## src/rtl/full_permutation_pipeline_pkg.sv

```systemverilog
// Shared definitions for full_permutation_pipeline: result field offsets and the
// table of the six permutations of block-index bits (variables 4..6).
package full_permutation_pipeline_pkg;

  localparam int SUM_LSB   = 0;
  localparam int COUNT_LSB = 48;
  localparam int ECC_BIT   = 63;
  localparam int NUM_PERMS = 6;

  // Each entry is {sel2, sel1, sel0}: destination block bit k takes source block bit sel_k.
  localparam logic [5:0] PERM_TABLE [NUM_PERMS] = '{
    6'b10_01_00, 6'b10_00_01, 6'b01_10_00,
    6'b00_01_10, 6'b01_00_10, 6'b00_10_01
  };

  function automatic logic [2:0] permuteBlock(input logic [5:0] entry, input logic [2:0] blk);
    return {blk[entry[5:4]], blk[entry[3:2]], blk[entry[1:0]]};
  endfunction

endpackage

```

## src/rtl/full_permutation_pipeline_if.sv

```systemverilog
// Record-in / result-out stream bundle for full_permutation_pipeline.
// master is the host/consumer side, slave is the pipeline side.
interface full_permutation_pipeline_if;

  logic        ivalid;
  logic        oready;
  logic        startNewTop;
  logic [63:0] botLower;
  logic [63:0] botUpper;
  logic        ovalid;
  logic        iready;
  logic [63:0] summedDataPcoeffCountOut;

  modport master (
    output ivalid, startNewTop, botLower, botUpper, iready,
    input  oready, ovalid, summedDataPcoeffCountOut
  );

  modport slave (
    input  ivalid, startNewTop, botLower, botUpper, iready,
    output oready, ovalid, summedDataPcoeffCountOut
  );

endinterface

```

## src/rtl/full_permutation_pipeline_permute_score.sv

```systemverilog
// Combinational scorer: moves whole 16-bit blocks of bot by one block-index
// permutation, then reports containment in top and the count of uncovered top bits.
module permute_score
  import full_permutation_pipeline_pkg::*;
(
  input  logic [127:0] top,
  input  logic [127:0] bot,
  input  logic [2:0]   permIdx,
  output logic         valid,
  output logic [7:0]   term
);

  logic [5:0]   entry;
  logic [127:0] pbot;

  always_comb begin
    entry = PERM_TABLE[permIdx];
    pbot  = '0;
    for (int s = 0; s < 8; s++) begin
      pbot[permuteBlock(entry, 3'(s)) * 16 +: 16] = bot[s * 16 +: 16];
    end
  end

  assign valid = ~|(pbot & ~top);
  assign term  = 8'($countones(top & ~pbot));

endmodule

```

## src/rtl/full_permutation_pipeline.sv

```systemverilog
// Three-stage bot-vs-top permutation scorer with top-period occupancy stats.
// Optional build macro PARITY_CHECK_EN adds an even-parity guard on the top register.
module full_permutation_pipeline
  import full_permutation_pipeline_pkg::*;
(
  input logic                         clock,
  input logic                         rst,
  full_permutation_pipeline_if.slave  bus
);

  function automatic logic [31:0] satInc(input logic [31:0] v);
    return (&v) ? v : v + 32'd1;
  endfunction

  logic advance, accept, topLoad, eccErr;
  logic [31:0]  cycleCnt, botCnt;
  logic [127:0] topReg;

  assign advance    = !bus.ovalid || bus.iready;
  assign bus.oready = advance && !rst;
  assign accept     = bus.ivalid && bus.oready;
  assign topLoad    = accept && bus.startNewTop;

  always_ff @(posedge clock) begin
    if (rst) begin
      cycleCnt <= '0;
      botCnt   <= '0;
    end else if (topLoad) begin
      cycleCnt <= '0;
      botCnt   <= '0;
    end else begin
      cycleCnt <= satInc(cycleCnt);
      if (accept) botCnt <= satInc(botCnt);
    end
  end

`ifdef PARITY_CHECK_EN
  logic topParity;
  always_ff @(posedge clock) begin
    if (rst) begin
      topReg    <= '0;
      topParity <= 1'b0;
    end else if (topLoad) begin
      topReg    <= {bus.botUpper, bus.botLower};
      topParity <= ^{bus.botUpper, bus.botLower};
    end
  end
  assign eccErr = (^topReg) != topParity;
`else
  always_ff @(posedge clock) begin
    if (rst)          topReg <= '0;
    else if (topLoad) topReg <= {bus.botUpper, bus.botLower};
  end
  assign eccErr = 1'b0;
`endif

  logic         vld_p1, vld_p2;
  logic         isTop_p1, isTop_p2, ecc_p2;
  logic [127:0] bot_p1;
  logic [63:0]  stats_p1, stats_p2;
  logic [NUM_PERMS-1:0] permValid, permValid_p2;
  logic [7:0]   permTerm [NUM_PERMS];
  logic [7:0]   permTerm_p2 [NUM_PERMS];

  always_ff @(posedge clock) begin
    if (rst) begin
      vld_p1 <= 1'b0;
      vld_p2 <= 1'b0;
    end else if (advance) begin
      vld_p1 <= accept;
      vld_p2 <= vld_p1;
    end
  end

  // Stage 1: capture the record and the counter snapshot taken at acceptance
  always_ff @(posedge clock) begin
    if (advance) begin
      isTop_p1 <= bus.startNewTop;
      bot_p1   <= {bus.botUpper, bus.botLower};
      stats_p1 <= {botCnt, satInc(cycleCnt)};
    end
  end

  // Stage 2: six permutations scored in parallel against the current top
  for (genvar k = 0; k < NUM_PERMS; k++) begin : gPerm
    permute_score uScore (
      .top     (topReg),
      .bot     (bot_p1),
      .permIdx (3'(k)),
      .valid   (permValid[k]),
      .term    (permTerm[k])
    );
  end

  always_ff @(posedge clock) begin
    if (advance) begin
      permValid_p2 <= permValid;
      permTerm_p2  <= permTerm;
      isTop_p2     <= isTop_p1;
      stats_p2     <= stats_p1;
      ecc_p2       <= eccErr;
    end
  end

  // Stage 3: reduce to sum/count and form the result word
  logic [9:0]  sumAll;
  logic [2:0]  cntAll;
  logic [63:0] resultWord;

  always_comb begin
    sumAll = '0;
    cntAll = '0;
    for (int k = 0; k < NUM_PERMS; k++) begin
      if (permValid_p2[k]) sumAll = sumAll + {2'b00, permTerm_p2[k]};
      cntAll = cntAll + {2'b00, permValid_p2[k]};
    end
    resultWord = '0;
    if (isTop_p2) begin
      resultWord = stats_p2;
    end else begin
      resultWord[SUM_LSB +: 48]   = 48'(sumAll);
      resultWord[COUNT_LSB +: 13] = 13'(cntAll);
      resultWord[ECC_BIT]         = ecc_p2;
    end
  end

  always_ff @(posedge clock) begin
    if (rst) begin
      bus.ovalid                   <= 1'b0;
      bus.summedDataPcoeffCountOut <= '0;
    end else if (advance) begin
      bus.ovalid <= vld_p2;
      if (vld_p2) bus.summedDataPcoeffCountOut <= resultWord;
    end
  end

endmodule

```

## src/flat_wrapper.sv

```systemverilog
// flat-port wrapper written by rule: the top's interface ports become plain ports
module full_permutation_pipeline_flat import full_permutation_pipeline_pkg::*;
  (clock, rst, bus_ivalid, bus_startNewTop, bus_botLower, bus_botUpper, bus_iready, bus_oready, bus_ovalid, bus_summedDataPcoeffCountOut);
  full_permutation_pipeline_if bus_i ();
  input logic clock;
  input logic rst;
  input wire logic [$bits(bus_i.ivalid)-1:0] bus_ivalid;
  input wire logic [$bits(bus_i.startNewTop)-1:0] bus_startNewTop;
  input wire logic [$bits(bus_i.botLower)-1:0] bus_botLower;
  input wire logic [$bits(bus_i.botUpper)-1:0] bus_botUpper;
  input wire logic [$bits(bus_i.iready)-1:0] bus_iready;
  output wire logic [$bits(bus_i.oready)-1:0] bus_oready;
  output wire logic [$bits(bus_i.ovalid)-1:0] bus_ovalid;
  output wire logic [$bits(bus_i.summedDataPcoeffCountOut)-1:0] bus_summedDataPcoeffCountOut;
  assign bus_i.ivalid = bus_ivalid;
  assign bus_i.startNewTop = bus_startNewTop;
  assign bus_i.botLower = bus_botLower;
  assign bus_i.botUpper = bus_botUpper;
  assign bus_i.iready = bus_iready;
  assign bus_oready = bus_i.oready;
  assign bus_ovalid = bus_i.ovalid;
  assign bus_summedDataPcoeffCountOut = bus_i.summedDataPcoeffCountOut;
  full_permutation_pipeline u_core (.clock(clock), .rst(rst), .bus(bus_i));
endmodule
```

## config.mk

```make
export PLATFORM = sky130hd
export DESIGN_NAME = full_permutation_pipeline_flat
export DESIGN_NICKNAME = d
export VERILOG_FILES = /design/src/rtl/full_permutation_pipeline_pkg.sv /design/src/rtl/full_permutation_pipeline_if.sv /design/src/rtl/full_permutation_pipeline_permute_score.sv /design/src/rtl/full_permutation_pipeline.sv /design/src/flat_wrapper.sv
export SDC_FILE = /design/constraint.sdc
export NUM_CORES = 2
export LEC_CHECK = 0
export CAP_MARGIN = 10
export CORE_MARGIN = 2
export CORE_UTILIZATION = 56
export DETAILED_ROUTE_END_ITERATION = 8
export PLACE_DENSITY = 0.77
export SLEW_MARGIN = 20
export SYNTH_ARGS = -nofsm -noshare
export SYNTH_HDL_FRONTEND = slang
export SYNTH_SLANG_ARGS = --single-unit
```

## constraint.sdc

```tcl
create_clock -name clock -period 30.6 [get_ports clock]
set_clock_uncertainty 0.15 [all_clocks]
set_input_delay 6.12 -clock clock [delete_from_list [all_inputs] [get_ports clock]]
set_output_delay 6.12 -clock clock [all_outputs]
set_load 0.01 [all_outputs]
```

Yosys cells after proc, flatten, opt, wreduce, memory -nomap -nowiden

Cells that the tools add are included.

Register bits after elaboration: 571
Input bits: 133
Output and inout bits: 66
Word-level logic and storage cells: 846

Add/sub/neg operators: 774
Muxes and demuxes: 10
Bitwise logic cells: 20
Reduce and logical (&&, ||, !) cells: 23

Operator list:

| operator              | count |
|---|---|
| $and 128x128->128     | 12 |
| $not 128->128         | 7 |
| $add 1x1->2           | 385 |
| $reduce_or 128->1     | 6 |
| $add 2x2->3           | 192 |
| $add 3x3->4           | 96 |
| $add 4x4->5           | 48 |
| $add 5x5->6           | 24 |
| $add 6x6->7           | 12 |
| $add 32x1->32 const B | 2 |
| $reduce_and 32->1     | 2 |
| $mux 61               | 1 |
| $mux 10               | 5 |
| $add 7x7->8           | 6 |
| $add 10x8->10         | 4 |
| $mux 32               | 1 |
| $add 3x1->3           | 4 |
| $add 8x8->9           | 1 |
| $logic_not 1->1       | 8 |
| $mux 8                | 1 |
| $reduce_and 2->1      | 2 |
| $logic_and 1x1->1     | 3 |
| $mux 2                | 1 |
| $reduce_or 2->1       | 1 |
| 3 further kinds       | 3 |

Longest topological paths before layout

Depth in word-level cells: 12
Gate-level depth with buffers: 37
Gate-level depth less buffers: 36

Hierarchy

A second synthesis with hierarchy kept.

Cells, all modules: 15515
Area, all modules: 111854.8 sq um

Modules (own cells, without submodules):

| module                                     | instances | cells an instance | area each (sq um) | seq. area each (sq um) |
|---|---|---|---|---|
| permute_score (u_core.gPerm[0].uScore ...) | 2         | 2285              | 15110.7           | 0.0 |
| full_permutation_pipeline                  | 1         | 1835              | 21593.2           | 14554.0 |
| permute_score (u_core.gPerm[2].uScore)     | 1         | 2390              | 15549.9           | 0.0 |
| permute_score (u_core.gPerm[5].uScore)     | 1         | 2274              | 15061.9           | 0.0 |
| permute_score (u_core.gPerm[4].uScore)     | 1         | 2264              | 14949.3           | 0.0 |
| permute_score (u_core.gPerm[3].uScore)     | 1         | 2182              | 14478.9           | 0.0 |

Least setup slack after synthesis

Ideal clock, no wire load.

Path kind: input to register
Start point: input port bus_iready
End point: register u_core.botCnt[20]
Setup time: 0.071 ns
Data arrival time: 14.128 ns
Data required time: 30.379 ns
Setup slack: 16.251 ns
Stages on the path: 8
Path buffers: 1
Path through: nor2b_1 inv_1 and3_1 o21ai_4 or3_1 buf_6 or3_1 a21oi_1

Cells in the longest elaborated chain, start to end: 5
Elaborated cells between the ends (all ways): 6
Those cells by class: reduce/logical (6)

Ends and longest elaborated chain:

| element                          | RTL line                        | text |
|---|---|---|
| start: declaration               | flat_wrapper.sv:11              | `input wire logic [$bits(bus_i.iready)-1:0] bus_iready;` |
| $logic_or 1x1->1 (*)             | full_permutation_pipeline.sv:19 | `assign advance = !bus.ovalid \|\| bus.iready;` |
| $logic_and 1x1->1 (*)            | full_permutation_pipeline.sv:20 | `assign bus.oready = advance && !rst;` |
| $logic_and 1x1->1 (*)            | full_permutation_pipeline.sv:21 | `assign accept = bus.ivalid && bus.oready;` |
| $logic_and 1x1->1                | full_permutation_pipeline.sv:22 | `assign topLoad = accept && bus.startNewTop;` |
| $reduce_or 2->1 (no source line) | --                              |  |
| end signal: assignment           | full_permutation_pipeline.sv:33 | `if (accept) botCnt <= satInc(botCnt);` |
| end: declaration                 | full_permutation_pipeline.sv:16 | `logic [31:0] cycleCnt, botCnt;` |

Every way passes the cells marked *; elsewhere a longest branch is shown, timed or not.
A chain may end at the register's enable or synchronous reset.

Worst setup path in the final report

Start point: input port bus_iready
End point: output port bus_oready

Cells in the longest elaborated chain, start to end: 2

Ends and longest elaborated chain:

| element           | RTL line                        | text |
|---|---|---|
| $logic_or 1x1->1  | full_permutation_pipeline.sv:19 |  |
| $logic_and 1x1->1 | full_permutation_pipeline.sv:20 |  |
| end: declaration  | flat_wrapper.sv:12              | `output wire logic [$bits(bus_i.oready)-1:0] bus_oready;` |

No other way between the ends.

==> metrics.md <==
| Metric | Value |
|---|---|
| Total global routing overflow | 0 |
| Top FF cell, synth | edfxtp_1 |
| CTS tree | done |
| Leakage dissipation | 20.9 nW |
| Sequential cell area fraction in the yosys report | 0.349 |
| Final instance area | 46800 um^2 |
| Dpl cell area | 44800 um^2 |
| Initial DRC Count | 3118 |
| Die H | 277 um |
| Clock-pin slew on the worst setup and hold paths | 0.06 ns |
| IO Pins | 199 |
| DRC Markers | 0 |
| YS warnings | 0 |
| Htree depth | 2 |
| Total power | 2.47 mW |
| Max_cap viols | 0 |
| Initial Utilization | 0.563 |
| Synthesized flop and latch total | 571 |
| Worst-Margin Slew | 0.982 ns |
| Worst slew margin | 0.340 |
| Post-CTS Setup Bufs | 0 |
| VDD IR-drop max | 46.6 uV |
| Pre-CTS WS | 16.76 ns |
| Hold buffer count at cts | 0 |
| Distinct cells, synth | 65 |
| Layout area overhead | 12.1% |
| Syn_nets | 4938 |
| Die ar. | 76800 um^2 |
| Initial antenna violation count | 7 |
| Run status | completed |
| Period minus WS final | 13.83 ns |
| Tcrit/Tclk final | 0.452 |
| Synth Area in Adders | 0.342 |
| ANT nets after route | 0 |
| Synth Cell Area | 41800 um^2 |
| Mapped Cells | 4027 |
| Startpoint Class | primary input |
| Vias per cell | 5.88 |
| Vias in the first global route | 31360 |
| GRT Util Overall | 0.413 |
| Core footprint | 74200 um^2 |
| Die width | 277 um |
| Asr flop ratio synth | 0 |
| Max-slew violations | 0 |
| CP Max Fanout | 5 |
| Post-layout util | 0.631 |
| Worst r2r path cells | 29 |
| GP Congestion | 1.12 |
| Worst min-delay path category | register to register |
| Row count | 100 |
| Setup slack after layout | 16.77 ns |
| Data required time at the worst endpoint | 24.33 ns |
| CP Class | primary input to output port |
| Final count of hold timing violations | 0 |
| Final setup fails | 0 |
| Setup repair after global routing missed its margin | no |
| Later-pin clock latency in the skew report | 0.66 ns |
| Hold path depth | 0 |
| Vias | 30825 |
| Worst path arrival time | 7.56 ns |
| Final #Nets | 5129 |
| Synth Area in XOR/XNOR | 0.0229 |
| Clock Root Buffer | clkbuf_16 |
| Post-CTS resize count | 0 |
| WHS | 0.265 ns |
| Largest net degree at the start of global routing | 148 |
| Post-Synth Simple-Gate Area | 0.117 |
| Post-Place Cells | 5126 |
| Cts bufs inserted | 59 |
| Post-synthesis compound-gate area fraction | 0.0800 |
| Mux cell area share after synthesis | 0.00434 |
| Final WL | 157 mm |
| Largest family of logic cells by synthesized area | adder cells |
| Post-synth EDFFs | 312 |
| Fmax | 72.3 MHz |
| Max Buffers Root-to-Sink | 3 |
| Setup TNS | 0 ns |
| CP endpoint kind | output port |
| Share of layout cells above drive strength 1 | 0.0326 |
| Global-route wire length before repair | 221 mm |
| Synthesized area per cell | 10.4 um^2 |
| Routed length per instance | 30.0 um |
| CTS sink cnt | 571 |
| DP HPWL | 126 mm |
| Final cell count without fillers | 5239 |
| Pwr Density | 52.9 nW/um^2 |
| Initial DRT Pass Iterations | 6 |
| Port Buffer Count | 198 |
[flip-flops by register name, summed over array words and instances, names as in the netlist]
register                             cells
u_core.permTerm_p2                      48
u_core.topReg                          128
u_core.bus.ovalid                        1
u_core.isTop_p2                          1
u_core.bot_p1                          128
u_core.botCnt                           32
u_core.cycleCnt                         32
u_core.stats_p2                         64
u_core.vld_p2                            1
u_core.permValid_p2                      6
u_core.isTop_p1                          1
u_core.vld_p1                            1
u_core.stats_p1                         64
u_core.bus.summedDataPcoeffCountOut     64
[synthesized netlist by cell type (all sizes together) (3+ instances only)]
library cell    n  area [um^2]
o21a           12         90.1
a2111oi         3         26.3
o31a            4         35.0
o22ai         143          895
o22a            9         78.8
xnor2          77          674
nand2         554         2080
o21ai          42          221
inv           856         3210
a31oi           5         31.3
or4            12         97.6
clkbuf         80          300
o41ai           3         26.3
and4            6         55.1
nand3          88          440
and3           12         75.1
nand4          17          106
o211ai          7         57.6
fa            604        12100
o21bai         14          105
and2           12         75.1
o31ai           5         37.5
xor2           27          236
or2             4         25.0
mux2            9          101
buf             8         41.3
ha            174         2180
a211oi         15          113
nor2b         182         1140
edfxtp        312         9370
dfxtp         259         5180
nor3           23          115
o221ai          9         78.8
a21oi         243         1220
nand2b          9         56.3
nor4           32          200
a21o           22          165
nor2           90          340
mux2i           8         80.1
a211o           5         43.8
or3            11         68.8
[worst paths after layout]
check | from | endpoint | slack [ns]
min | u_core.stats_p1[3] | u_core.stats_p2[3] | 0.27
max reg2reg | u_core.topReg[111] | u_core.permTerm_p2[22] | 21.96
min reg2reg | u_core.stats_p1[3] | u_core.stats_p2[3] | 0.27
max | bus_iready | bus_oready | 16.77
[area by class of cell]
class	instances	area (um^2)
Fill cell	5918	27400
Multi-Input combinational cell	2510	23700
Sequential cell	571	14600
Inverter	858	3230
Timing Repair Buffer	218	2150
Clock buffer	90	1720
Tap cell	969	1210
Clock inverter	21	283
Antenna cell	2	5.00
[power by group]
group | leakage [nW] | internal [mW] | switching (mW)
combinational | 14.2 | 0.335 | 0.478
sequential | 5.63 | 0.876 | 0.0424
clock | 0.981 | 0.425 | 0.318
total | 20.9 | 1.64 | 0.838
[critical path, cell delays in order]
cell,delay (ns)
clkdlybuf4s50_1,0.40
nor2b_1,0.46
nor2_1,0.09
clkdlybuf4s50_1,0.50
[layer usage]
layer	vias to the layer above	track usage	wire, um
li1	13254	-	-
met2	1679	0.633	69700
met5	-	0	41
met4	6	0.260	12100
met1	15435	0.531	59900
met3	451	0.100	15500
[cell usage in the layout (no fill, tap or decap), types with 11 or more instances in the layout]
master           netlist  layout
inv_1                856     855
fa_1                 604     604
nand2_1              554     551
edfxtp_1             312     312
dfxtp_1              259     259
a21oi_1              243     243
clkdlybuf4s50_1        0     197
nor2b_1              182     182
ha_1                 174     174
o22ai_1              143     143
nor2_1                89      89
nand3_1               88      88
xnor2_1               77      77
clkbuf_16              0      60
o21ai_0               41      41
nor4_1                32      32
xor2_1                27      27
nor3_1                23      23
a21o_1                22      22
clkbuf_1              80      19
buf_4                  1      19
nand4_1               17      17
a211oi_1              15      15
o21bai_1              14      14
and3_1                12      12
o21a_1                12      12
or3_1                 11      11
clkbuf_8               0      11
[logic make-up after synthesis]
logic type               count (synthesis)
AO/OA/AOI/OAI                          554
multiplexers                            17
AND/OR/NAND/NOR                       1055
XOR/XNOR                               106
flip-flops                             571
adder cells (fa/ha/maj)                778
buffers and inverters                  946
Note: power is estimated with default switching activity, not from simulation.
